`config.mk`:
```
export PLATFORM = sky130hd
export DESIGN_NAME = hazard_stage_reg
export DESIGN_NICKNAME = d
export VERILOG_FILES = /design/src/rtl/hazard_stage_reg.sv
export SDC_FILE = /design/constraint.sdc
export NUM_CORES = 1
export LEC_CHECK = 0
export CORE_AREA = 2 2 146 148
export CTS_BUF_LIST = sky130_fd_sc_hd__clkbuf_16
export DETAILED_ROUTE_END_ITERATION = 8
export DIE_AREA = 0 0 148 150
export PLACE_DENSITY = 0.53
export RECOVER_POWER = 100
export SKIP_LAST_GASP = 1
export SLEW_MARGIN = 20
export SYNTH_ARGS = -nofsm -noshare
export SYNTH_HDL_FRONTEND = slang
export SYNTH_SLANG_ARGS = --single-unit
```
`constraint.sdc`:
```
create_clock -name clk -period 5.5 [get_ports clk]
set_input_delay 1.375 -clock clk [delete_from_list [all_inputs] [get_ports clk]]
set_output_delay 1.375 -clock clk [all_outputs]
set_load 0.02 [all_outputs]
```
`src/rtl/hazard_stage_reg.sv`:
```
// Execute-to-memory stage register with load-use bubble insertion and per-port ALU forwarding selects.
// One-cycle latency; stall holds upstream during hazard bubbles or downstream hold, and flush overrides both.
module hazard_stage_reg #(
  parameter int DATA_W             = 32,
  parameter int IDX_W              = 4,
  parameter int NUM_RD             = 2,
  parameter int LOAD_BUBBLES       = 1,
  parameter int OP_W               = 4,
  parameter int ZERO_IDX_HARDWIRED = 1,
  parameter int CNT_W              = 16
) (
  input  logic                    clk,
  input  logic                    reset,
  input  logic                    in_valid,
  input  logic [NUM_RD*IDX_W-1:0] in_rd_idx,
  input  logic [NUM_RD-1:0]       in_rd_en,
  input  logic [IDX_W-1:0]        in_wr_idx,
  input  logic                    in_reg_wr_en,
  input  logic                    in_is_load,
  input  logic                    in_is_store,
  input  logic [1:0]              in_mul_sel,
  input  logic [DATA_W-1:0]       in_alu_out,
  input  logic [DATA_W-1:0]       in_data2,
  input  logic [DATA_W-1:0]       in_pc,
  input  logic [OP_W-1:0]         in_inst_type,
  input  logic                    in_br_taken,
  input  logic                    flush,
  input  logic                    hold,
  output logic                    out_valid,
  output logic [IDX_W-1:0]        out_wr_idx,
  output logic                    out_reg_wr_en,
  output logic                    out_is_load,
  output logic                    out_is_store,
  output logic [1:0]              out_mul_sel,
  output logic [DATA_W-1:0]       out_alu_out,
  output logic [DATA_W-1:0]       out_data2,
  output logic [DATA_W-1:0]       out_pc,
  output logic [OP_W-1:0]         out_inst_type,
  output logic                    out_br_taken,
  output logic                    stall,
  output logic [NUM_RD-1:0]       fwd_sel,
  output logic [CNT_W-1:0]        stall_count
);

  typedef enum logic {RUN, BUBBLE} stateT;

  stateT             state, stateNext;
  logic [1:0]        cnt, cntNext;
  logic [IDX_W-1:0]  pendIdx, pendIdxNext;
  logic [NUM_RD-1:0] srcMatch;
  logic              hazard;
  logic              insertBubble;

  always_comb begin
    srcMatch = '0;
    for (int i = 0; i < NUM_RD; i++) begin
      srcMatch[i] = in_rd_en[i] && (in_rd_idx[i*IDX_W +: IDX_W] == out_wr_idx) &&
                    !((ZERO_IDX_HARDWIRED != 0) && (out_wr_idx == '0));
    end
  end

  always_comb begin
    stateNext    = state;
    cntNext      = cnt;
    pendIdxNext  = pendIdx;
    hazard       = (state == RUN) && in_valid && out_valid && out_reg_wr_en && out_is_load &&
                   (|srcMatch);
    insertBubble = hazard || ((state == BUBBLE) && (cnt != 2'd0));
    stall        = !flush && (hold || insertBubble);
    fwd_sel      = flush ? '0 : (srcMatch & {NUM_RD{out_valid && out_reg_wr_en && !out_is_load}});
    if (flush) begin
      stateNext = RUN;
      cntNext   = 2'd0;
    end else if (!hold) begin
      if (hazard) begin
        pendIdxNext = out_wr_idx;
        // A single bubble needs no extra state: the bubble itself clears the hazard.
        if (LOAD_BUBBLES > 1) begin
          stateNext = BUBBLE;
          cntNext   = 2'(LOAD_BUBBLES - 1);
        end
      end else if (state == BUBBLE) begin
        if (cnt != 2'd0) cntNext = cnt - 2'd1;
        else stateNext = RUN;
      end
    end
  end

  always_ff @(posedge clk) begin
    if (reset) begin
      state   <= RUN;
      cnt     <= 2'd0;
      pendIdx <= '0;
    end else begin
      state   <= stateNext;
      cnt     <= cntNext;
      pendIdx <= pendIdxNext;
    end
  end

  always_ff @(posedge clk) begin
    if (reset) begin
      out_valid     <= 1'b0;
      out_wr_idx    <= '0;
      out_reg_wr_en <= 1'b0;
      out_is_load   <= 1'b0;
      out_is_store  <= 1'b0;
      out_mul_sel   <= '0;
      out_alu_out   <= '0;
      out_data2     <= '0;
      out_pc        <= '0;
      out_inst_type <= '0;
      out_br_taken  <= 1'b0;
      stall_count   <= '0;
    end else if (flush || !hold) begin
      out_wr_idx    <= in_wr_idx;
      out_mul_sel   <= in_mul_sel;
      out_alu_out   <= in_alu_out;
      out_data2     <= in_data2;
      out_pc        <= in_pc;
      out_inst_type <= in_inst_type;
      out_br_taken  <= in_br_taken;
      if (flush || insertBubble) begin
        out_valid     <= 1'b0;
        out_reg_wr_en <= 1'b0;
        out_is_load   <= 1'b0;
        out_is_store  <= 1'b0;
      end else begin
        out_valid     <= in_valid;
        out_reg_wr_en <= in_valid && in_reg_wr_en;
        out_is_load   <= in_valid && in_is_load;
        out_is_store  <= in_valid && in_is_store;
      end
      if (!flush && insertBubble && (stall_count != '1)) stall_count <= stall_count + CNT_W'(1);
    end
  end

  // A bubble sequence is only entered from a real load destination, never a hardwired zero.
  assert property (@(posedge clk) disable iff (reset)
    ((state == BUBBLE) && (ZERO_IDX_HARDWIRED != 0)) |-> (pendIdx != '0));

endmodule
```
==> metrics <==
Critical path origin in_rd_idx[2]; Setup Fix Bufs, Post-CTS 0; global placement routability congestion 0.722; final core occ 40.6%; final instance area 8400 um^2; period utilization 92.6%; Highest Clock Rate 196 MHz; Crit Path Category in2out; worst reg2reg path endpoint stall_count[15]; num ports 255; Layout Skew between 0.006 and 0.007 ns; Total Power 0.00250 W; slowest cell on the critical path dlygate4sd3_1; vias in the first global route 4801; num rows 53; max_cap viols 1; # port buffers 254; routed len/inst 14.8 um; commonest non-fill, non-tap cell in the layout nand2_1; Routed Antenna Nets 0; Vias between 5000 and 6000; wire length of the first global-routing pass around 27000 um; Peak VDD IR just under 0.0002 V; syn nets 766; TNS Setup 0 ns; Slew headroom -89.5%; largest net degree at the start of global routing 92; TritonCTS Sinks 130; count of cell types in the netlist 37; register bit total from synthesis between 100 and 150; all-layer global routing usage 15.4%; R2R depth 6; Critical R2R Launch out_wr_idx[2]; failing checks capacitance limit, slew limit; Mapped Cells 639; worst-path fanout max 2; outcome complete, but fails checks; dpl hpwl 11700 um; DR iter-0 viols 232; Lkg Pwr 3.49 nW; clk_lat worst skew roughly 0.42 ns; starting density of the core 24.6%; Tmin final 5.09 ns; router iterations before antenna repair 4; n_diodes 0; clk slew on worst S/H paths 0.05 ns; Worst Setup EP stall; Syn. warnings 0; Setup violations, final 0; Area Overhead vs Synth 64.6%; final slew viol count 38; layout cells sized above 1 5.54%; R2R setup slack 2.67 ns; unrepaired setup endpoints after global routing false; Worst Setup End Kind output pin; CP cell instances dlygate4sd3_1, xnor2_1, nand4_1, o32a_2, a31oi_1, dlygate4sd3_1; H-tree lvl count 4; most frequent cells in the layout 222 x nand2_1, 132 x dlygate4sd3_1, 130 x dfxtp_1; global route overflow 0; DIE WIDTH 148 um; Worst-Margin Slew 2.83 ns; vias per cell 4.40; core area between 20000 and 25000 um^2; Hold-fix buffers, CTS 0; placed insts 1127; WL final approximately 17000 um; CTS resizes 0; Crit path top cell by count dlygate4sd3_1; Clock Tree Buf Depth 2; worst stage delay on the critical path 0.73 ns; PD cells 298 nW/um^2; Clock Tree Root clkbuf_16; Hold Path Class reg2reg; nets@finish 998; Die Area 22200 um^2; Fin. Hold Viols 0; Cell Area, Placed a little under 8000 um^2; CTS tree done; Avg Synthesized Cell Area 7.98 um^2; DR DRC count 0; register area share after synthesis slightly above 50%; WP data arrival 3.72 ns; crit path launch type input pin; fin cells 1159; Synth Cell Area 5100 um^2; Crit path required time 4.12 ns; initial antenna violation count 0; Num CTS Buffers 17; die height 150 um
-- where the power goes --
part	internal (W)	switching, W	total (W)
combinational	0.000177	0.000179	0.000356
clock	0.000671	0.000459	0.00113
sequential	0.000991	0.0000246	0.00102
-- cell type report --
class	count	area, um^2
fillers	2134	12300
inverters	6	22.5
clock inverters	15	156
multi-input cells	456	2250
clock buffers	17	425
repair buffers	260	2590
flip-flops and latches	130	2600
well taps	275	344
-- critical path: cells and delay by family --
family,cells,cell delay (ns)
buffers and inverters,2,1.28
and+or+nand+nor,1,0.19
AOI/OAI and AO/OA,2,0.60
xor gates and xnor gates,1,0.27
-- how the worst min path moves through the flow --
| stage | from | end | slack [ns] | cells past startpoint |
|---|---|---|---|---|
| 2_1_floorplan | state | state | 0.42 | 2 |
| 3_3_place_gp | out_alu_out[6] | out_alu_out[6] | 0.44 | 2 |
| 3_5_place_dp | out_inst_type[3] | out_inst_type[3] | 0.44 | 2 |
| 4_1_cts | out_data2[27] | out_data2[27] | 0.45 | 2 |
| 5_1_grt | out_pc[31] | out_pc[31] | 0.46 | 2 |
| 6_report | out_data2[19] | out_data2[19] | 0.44 | 2 |
-- cells in the mapped netlist --
cell       count  area, um^2
a2111oi_0      1        8.76
a2111oi_1      1        10.0
a2111oi_4      2        55.1
a211oi_1       9        67.6
a21oi_1      110         551
a22oi_1        1        7.51
a31oi_1        2        12.5
a32oi_1        3        26.3
and3_1         2        12.5
and4_1         2        17.5
and4b_1        2        20.0
buf_1          7        26.3
buf_2          3        15.0
buf_4          1        7.51
buf_6          1        11.3
clkbuf_1      35         131
dfxtp_1      130        2600
ha_1           2        25.0
inv_1          6        22.5
mux2_1         7        78.8
mux2_2         8        90.1
mux2i_1        1        10.0
nand2_1      222         833
nand2b_1       4        25.0
nand3_1        5        25.0
nand4_1       10        62.6
nor2_1        29         109
nor2b_1       13        81.3
nor3_1         3        15.0
nor4_1         1        6.26
o211ai_1       2        15.0
o21ai_2        1        8.76
o32a_2         1        11.3
or2_2          1        6.26
or3_1          1        6.26
or4_1          1        7.51
xnor2_1        9        78.8
-- layer usage --
layer / wire, um / up-vias / track usage (%)
li1: - / 2588 / -
met1: 7800 / 2318 / 20.1
met2: 7410 / 177 / 22.1
met3: 1720 / 21 / 7.74
met4: 255 / 0 / 4.81
met5: 0 / - / 0
-- kinds of logic (layout without fill, tap and decap cells) --
group                    after synthesis  after routing  share of synthesized area (%)
buffers and inverters                 53            298                           4.20
flip-flops                           130            130                           51.0
multiplexers                          16             16                           3.51
AND/OR/NAND/NOR                      296            296                           24.1
AO/OA/AOI/OAI                        133            133                           15.2
XOR/XNOR                               9              9                           1.55
adder cells (fa/ha/maj)                2              2                          0.491
-- registers in the layout, indices dropped and copies added (netlist names) --
register	flops
out_alu_out	32
out_data2	32
out_pc	32
stall_count	16
out_inst_type	4
out_wr_idx	4
cnt	2
out_mul_sel	2
out_br_taken	1
out_is_load	1
out_is_store	1
out_reg_wr_en	1
out_valid	1
state	1
-- per-stage QoR --
step	setup slack (ns)	hold WS, ns
2_1_floorplan	1.53	0.421
3_3_place_gp	0.556	0.437
3_5_place_dp	0.570	0.443
4_1_cts	0.569	0.450
5_1_grt	0.307	0.460
6_report	0.408	0.444
(Power assumes the default switching activity.)
